[config.mk]
export PLATFORM = sky130hd
export DESIGN_NAME = instr_fetch_unit
export DESIGN_NICKNAME = d
export VERILOG_FILES = /design/src/rtl/riscv_pkg.sv /design/src/rtl/next_pc_sel.sv /design/src/rtl/instr_fetch_unit.sv
export SDC_FILE = /design/constraint.sdc
export NUM_CORES = 1
export LEC_CHECK = 0
export ABC_AREA = 1
export CAP_MARGIN = 20
export CORE_UTILIZATION = 40
export DETAILED_ROUTE_END_ITERATION = 16
export PLACE_DENSITY = 0.68
export SLEW_MARGIN = 40
export SYNTH_ARGS = -nofsm -noshare
export SYNTH_HDL_FRONTEND = slang
export SYNTH_SLANG_ARGS = --single-unit
export TNS_END_PERCENT = 10
[constraint.sdc]
create_clock -name clk -period 4.5 [get_ports clk]
set_input_delay 1.35 -clock clk [delete_from_list [all_inputs] [get_ports clk]]
set_output_delay 1.35 -clock clk [all_outputs]
set_load 0.02 [all_outputs]
[src/rtl/riscv_pkg.sv]
// rtl/riscv_pkg.sv - shared PC-select encodings, fetch FSM states and reset PC
package riscv_pkg;

  localparam logic [1:0] PC_PLUS4 = 2'd0;
  localparam logic [1:0] PC_IMM   = 2'd1;
  localparam logic [1:0] PC_JALR  = 2'd2;

  localparam logic [31:0] DEFAULT_RESET_PC = 32'h0000_0000;

  typedef enum logic [1:0] {
    ST_IDLE  = 2'd0,
    ST_FETCH = 2'd1,
    ST_HOLD  = 2'd2,
    ST_ERROR = 2'd3
  } fetch_state_t;

endpackage

[src/rtl/next_pc_sel.sv]
// rtl/next_pc_sel.sv - next-PC target mux with misalignment flag
module next_pc_sel
  import riscv_pkg::*;
(
  input  logic [31:0] PC,
  input  logic [31:0] ImmExt,
  input  logic [31:0] ALUResult,
  input  logic [1:0]  PCSrc,
  output logic [31:0] Target,
  output logic        Misaligned
);

  always_comb begin
    Target = PC + 32'd4;
    case (PCSrc)
      PC_IMM:  Target = PC + ImmExt;
      PC_JALR: Target = {ALUResult[31:1], 1'b0};
      default: Target = PC + 32'd4;  // reserved encoding behaves as PC+4
    endcase
  end

  assign Misaligned = |Target[1:0];

endmodule

[src/rtl/instr_fetch_unit.sv]
// rtl/instr_fetch_unit.sv - PC owner and req/ack instruction fetcher with bus watchdog
// Optional misaligned-target trap enabled by FETCH_MISALIGN_TRAP_EN.
module instr_fetch_unit
  import riscv_pkg::*;
#(
  parameter logic [31:0] RESET_PC = DEFAULT_RESET_PC,
  parameter int unsigned TIMEOUT  = 255
) (
  input  logic        clk,
  input  logic        rst_n,
  output logic        IMemReq,
  output logic [31:0] IMemAddr,
  input  logic        IMemAck,
  input  logic [31:0] IMemRdata,
  output logic [31:0] Instr,
  output logic        InstrValid,
  output logic [31:0] PC,
  output logic [31:0] PCPlus4,
  input  logic        Commit,
  input  logic [1:0]  PCSrc,
  input  logic [31:0] ImmExt,
  input  logic [31:0] ALUResult,
  output logic        BusErr
`ifdef FETCH_MISALIGN_TRAP_EN
  ,
  output logic        Trap,
  output logic [31:0] TrapAddr
`endif
);

  localparam logic [31:0] WDOG_LAST = 32'(TIMEOUT - 1);

  fetch_state_t state;
  logic [31:0]  pc_q;
  logic [31:0]  instr_q;
  logic         valid_q;
  logic         bus_err_q;
  logic [31:0]  wdog_cnt;
  logic [31:0]  target;
  logic         misaligned;

  next_pc_sel u_next_pc_sel (
    .PC         (pc_q),
    .ImmExt     (ImmExt),
    .ALUResult  (ALUResult),
    .PCSrc      (PCSrc),
    .Target     (target),
    .Misaligned (misaligned)
  );

`ifdef FETCH_MISALIGN_TRAP_EN
  logic        trap_q;
  logic [31:0] trap_addr_q;
  assign Trap     = trap_q;
  assign TrapAddr = trap_addr_q;
`else
  logic [31:0] next_pc;
  // Without trapping, the low two target bits are simply dropped.
  assign next_pc = misaligned ? {target[31:2], 2'b00} : target;
`endif

  always_ff @(posedge clk or negedge rst_n) begin
    if (!rst_n) begin
      state     <= ST_IDLE;
      pc_q      <= RESET_PC;
      instr_q   <= '0;
      valid_q   <= 1'b0;
      bus_err_q <= 1'b0;
      wdog_cnt  <= '0;
`ifdef FETCH_MISALIGN_TRAP_EN
      trap_q      <= 1'b0;
      trap_addr_q <= '0;
`endif
    end else begin
      case (state)
        ST_IDLE: begin
          state    <= ST_FETCH;
          wdog_cnt <= '0;
        end
        ST_FETCH: begin
          // Ack is checked first so it wins over a same-cycle watchdog expiry.
          if (IMemAck) begin
            instr_q <= IMemRdata;
            valid_q <= 1'b1;
            state   <= ST_HOLD;
          end else if (TIMEOUT != 0 && wdog_cnt == WDOG_LAST) begin
            bus_err_q <= 1'b1;
            state     <= ST_ERROR;
          end else begin
            wdog_cnt <= wdog_cnt + 32'd1;
          end
        end
        ST_HOLD: begin
          if (Commit) begin
            valid_q <= 1'b0;
`ifdef FETCH_MISALIGN_TRAP_EN
            if (misaligned) begin
              trap_q      <= 1'b1;
              trap_addr_q <= target;
              state       <= ST_ERROR;
            end else begin
              pc_q     <= target;
              wdog_cnt <= '0;
              state    <= ST_FETCH;
            end
`else
            pc_q     <= next_pc;
            wdog_cnt <= '0;
            state    <= ST_FETCH;
`endif
          end
        end
        default: begin
          valid_q <= 1'b0;
        end
      endcase
    end
  end

  assign IMemReq    = (state == ST_FETCH);
  assign IMemAddr   = pc_q;
  assign PC         = pc_q;
  assign PCPlus4    = pc_q + 32'd4;
  assign Instr      = instr_q;
  assign InstrValid = valid_q;
  assign BusErr     = bus_err_q;

endmodule

==> Flow_metrics.wiki <==
{| class="wikitable"
! Metric !! Value
|-
| Critical Path Slowest Stage Cell || clkdlybuf4s50_1
|-
| Sequential area share after synthesis || 0.2889
|-
| Power density normalized to cell area || ~600 nW/um^2
|-
| Max-Slew Margin vs Limit || 0.4701
|-
| Final critical path time including I/O delays and setup || roughly 4.2 ns
|-
| Post-synthesis instance area || between 8000 and 9000 sq um
|-
| Final hold violation count || 0
|-
| Antenna Nets Post-Route || 0
|-
| Leak || between 0.005 and 0.006 uW
|-
| Startpoint kind of the worst setup timing path || register
|-
| CTS resizes || 0
|-
| Crit-path max FO || 6
|-
| Post-route setup TNS || 0 ns
|-
| DIE AREA || between 20,000 and 25,000 sq um
|-
| Switching power || approximately 3400 uW
|-
| DRC || 0
|-
| Clock tree from TritonCTS || done
|-
| Cts-stage hold buffer count || 0
|-
| Final standard cell count with taps included and fillers excluded || 1,790
|-
| Worst EP required || roughly 3.2 ns
|-
| Clock buffer depth || 2
|-
| Result of the run || completed
|-
| Maximum number of pins on one net before global-route repair || 65
|-
| Data arrival time of the critical path || between 2 and 3 ns
|-
| Count of clock tree sinks || 100
|-
| Slowest cell delay on critical path || approximately 0.66 ns
|-
| Worst-case register-to-register setup slack || about 2 ns
|-
| Post CTS Setup Buffer Count || 0
|-
| Number of antenna violations at the first check in global routing || 0
|-
| Area share of the largest cell type after synthesis || 0.2889
|-
| Number of global-route vias before repair || 8,650
|-
| Number of standard cells after synthesis || approximately 1.3k
|-
| First-pass GRT wire length || between 40,000 and 50,000 um
|-
| Switching part of the total || 0.4936
|-
| Latest clock arrival within the worst-skew pair || around 0.36 ns
|-
| DIE HEIGHT || roughly 150 um
|-
| Layout filler cell count || about 2.1k
|-
| Internal cell power || 3512 uW
|-
| Final setup skew || between 0.01 and 0.015 ns
|-
| Path category of the worst min-delay check || register to register
|-
| Total grt overflow || 0
|-
| Final worst path period share || 0.9385
|-
| Count of synthesis-stage warnings from yosys || 0
|-
| Placement Cell Area || between 10,000 and 15,000 sq um
|-
| Total GRT Usage || 0.2600
|-
| Violation count after the first detailed-route iteration || 360
|-
| Kind of capture point of the worst setup path || output port
|-
| Timing-limited maximum frequency || ~240 MHz
|-
| H-tree Lvls || 3
|-
| Clock power share || 0.126
|-
| Final nets || 1,649
|-
| Count of buffers inserted at the top-level ports || 230
|-
| Cell repeated most along the worst path || nand2_1
|-
| Type of the setup path with the least slack || register to output port
|-
| Worst-path clk slew || around 0.080 ns
|-
| Proportion of power drawn by flip-flops and latches || 0.237
|-
| Clock root buffer || clkbuf_16
|-
| Number of distinct library cells after synthesis || ~40
|-
| Max-cap viol count || 0
|-
| Unrepaired setup endpoints after global routing || false
|-
| Core region area || roughly 21,000 sq um
|-
| Layout cell share with drive strength beyond 1 || 0.06073
|-
| Worst voltage drop across the vdd grid || 299.8 uV
|-
| Starting Density || 0.4095
|-
| Die span in x || between 100 and 150 um
|-
| Clock buffer count from CTS || 9
|-
| Syn_nets || between 1k and 1.5k
|-
| Total inserted antenna cells || 0
|-
| Boundary Pins || approximately 230
|-
| Post-detailed-placement half-perimeter wirelength || ~23,000 um
|-
| Number of cells after detailed placement || approximately 1.8k
|-
| Routability-driven placement congestion ratio || between 0.9 and 1
|-
| Post-synthesis average cell area || between 6 and 7 sq um
|-
| Final Max Slew Viols || 0
|-
| Final setup viols || 0
|-
| Cells along the critical path || ha_1 -> nand2_1 -> nor2_2 -> nand2_1 -> nor2_1 -> xor2_1 -> clkdlybuf4s50_1
|-
| Number of synthesized register bits || 100
|-
| Most area-hungry cell type in the Yosys netlist || dfrtp_1
|-
| Average via count per standard cell || 5.104
|-
| Wire per inst || approximately 16 um
|-
| Post-route cell area || around 11,000 sq um
|-
| Number of iterations in the first detailed-routing pass || 5
|-
| Portion of total power attributed to combinational logic || 0.637
|-
| Total wirelength of the detailed-routed design || roughly 29,000 um
|-
| Area growth syn-to-layout || 30.21%
|-
| Placement row count || 53
|-
| Transition time at the pin with the least slew margin || a little under 0.8 ns
|-
| Cell types occupying the most area after synthesis || dfrtp_1 (29%), nand2_1 (19%), inv_1 (7.3%), ha_1 (5.2%), nor2_1 (5.1%)
|-
| Vias after detailed routing || just over 9k
|}
-- final cells by class --
| cell class | count | area [sq um] | share of cell area |
|---|---|---|---|
| Sequential cell | 100 | 2502 | 0.2218 |
| Clock buffer | 9 | 225.2 | 0.01996 |
| Inverter | 170 | 638.1 | 0.05657 |
| Timing Repair Buffer | 238 | 2360 | 0.2092 |
| Multi-Input combinational cell | 991 | 5105 | 0.4525 |
| Tap cell | 275 | 344.1 | 0.03050 |
| Clock inverter | 7 | 106.4 | 0.009428 |
-- metal layers --
| layer | GRT usage | wire length [um] | vias up | part of all wire |
|---|---|---|---|---|
| met5 | 0 | 0 | - | 0 |
| met4 | 0.09898 | 807 | 0 | 0.028 |
| met3 | 0.03394 | 1578 | 50 | 0.055 |
| met2 | 0.4516 | 14060 | 273 | 0.49 |
| met1 | 0.3260 | 12160 | 4211 | 0.43 |
| li1 | - | - | 4603 | - |
-- final timing paths --
kind,start,to,cells after the start
hold / removal,BusErr,BusErr,1
hold reg to reg,BusErr,BusErr,1
setup / recovery,IMemAddr[3],PCPlus4[18],7
setup reg to reg,wdog_cnt[0],wdog_cnt[9],10
max in group asynchronous,rst_n,Instr[22],2
min in group asynchronous,rst_n,Instr[10],1
-- through the flow --
stage / power (uW) / hold WS, ns / utilization / setup WS, ns
CTS: 6962 / 0.4818 / 0.5333 / 0.2416
floorplan: 4366 / 0.4732 / - / 1.438
finish: 6935 / 0.4768 / 0.5333 / 0.2766
detailed placement: 6059 / 0.4646 / 0.5176 / 0.6498
global route: 7429 / 0.4969 / 0.5333 / 0.1280
global placement: 6002 / 0.4551 / 0.5175 / 0.7152
-- state kept, by name, summed over array words and instances, names as in the netlist --
signal and count:
BusErr 1, InstrValid 1, wdog_cnt 32, Instr 32, IMemAddr 32, state 2
-- cell families (layout without fill, tap and decap cells) --
| group | after synthesis | count (layout) | share of synthesized area |
|---|---|---|---|
| XOR/XNOR | 32 | 32 | 0.03235 |
| adder cells (fa/ha/maj) | 37 | 37 | 0.05430 |
| AO/OA/AOI/OAI | 169 | 169 | 0.1082 |
| multiplexers | 32 | 32 | 0.04159 |
| buffers and inverters | 236 | 424 | 0.1228 |
| AND/OR/NAND/NOR | 721 | 721 | 0.3520 |
| flip-flops | 100 | 100 | 0.2889 |
-- power by group through the flow --
| stage | registers [uW] | logic, uW | clock network [uW] |
|---|---|---|---|
| CTS | 1640 | 4430 | 900 |
| detailed placement | 1650 | 4410 | 0 |
| finish | 1640 | 4420 | 873 |
| global route | 1690 | 4810 | 927 |
| global placement | 1640 | 4370 | 0 |
| floorplan | 1850 | 2520 | 0 |
-- critical path: cells and delay by family (launching register included) --
| family | cells | cell delay (ns) |
|---|---|---|
| fa+ha+maj | 1 | 0.30 |
| xor+xnor | 1 | 0.27 |
| buf+inv | 1 | 0.66 |
| simple gates | 4 | 0.77 |
| flops | 1 | 0.50 |
-- synth_stat cells --
library cell / count
nor2_1: 117
o21bai_1: 6
and2_1: 2
a21oi_1: 64
o31ai_1: 15
dfrtp_1: 100
ha_1: 36
a21o_1: 2
buf_2: 7
a21boi_0: 1
buf_1: 2
mux2_2: 32
nand3_1: 79
buf_4: 35
o22ai_1: 1
nor3_2: 4
xnor2_1: 5
a31o_2: 2
nand4_1: 18
o21ai_1: 25
or2_1: 1
clkbuf_1: 17
nor3_1: 27
inv_2: 1
nand3_2: 3
nor4_1: 4
or2_2: 9
fa_1: 1
nand2_2: 4
nor3b_1: 3
nor2_2: 6
buf_6: 5
xor2_1: 27
nand3b_1: 3
nand3_4: 1
inv_1: 169
o211ai_1: 9
nor2_4: 1
o21ai_0: 44
nand2_1: 438
nor3_4: 1
-- cell usage in the layout (no fill, tap or decap), types with 9 or more instances in the layout --
cell type,n
nand2_1,438
clkdlybuf4s50_1,229
inv_1,168
nor2_1,117
dfrtp_1,100
nand3_1,79
a21oi_1,64
o21ai_0,44
ha_1,35
mux2_2,32
xor2_1,27
nor3_1,26
o21ai_1,25
nand4_1,18
o31ai_1,15
or2_2,9
o211ai_1,9
clkbuf_16,9
buf_4,9
Note: power is estimated with default switching activity, not from simulation.
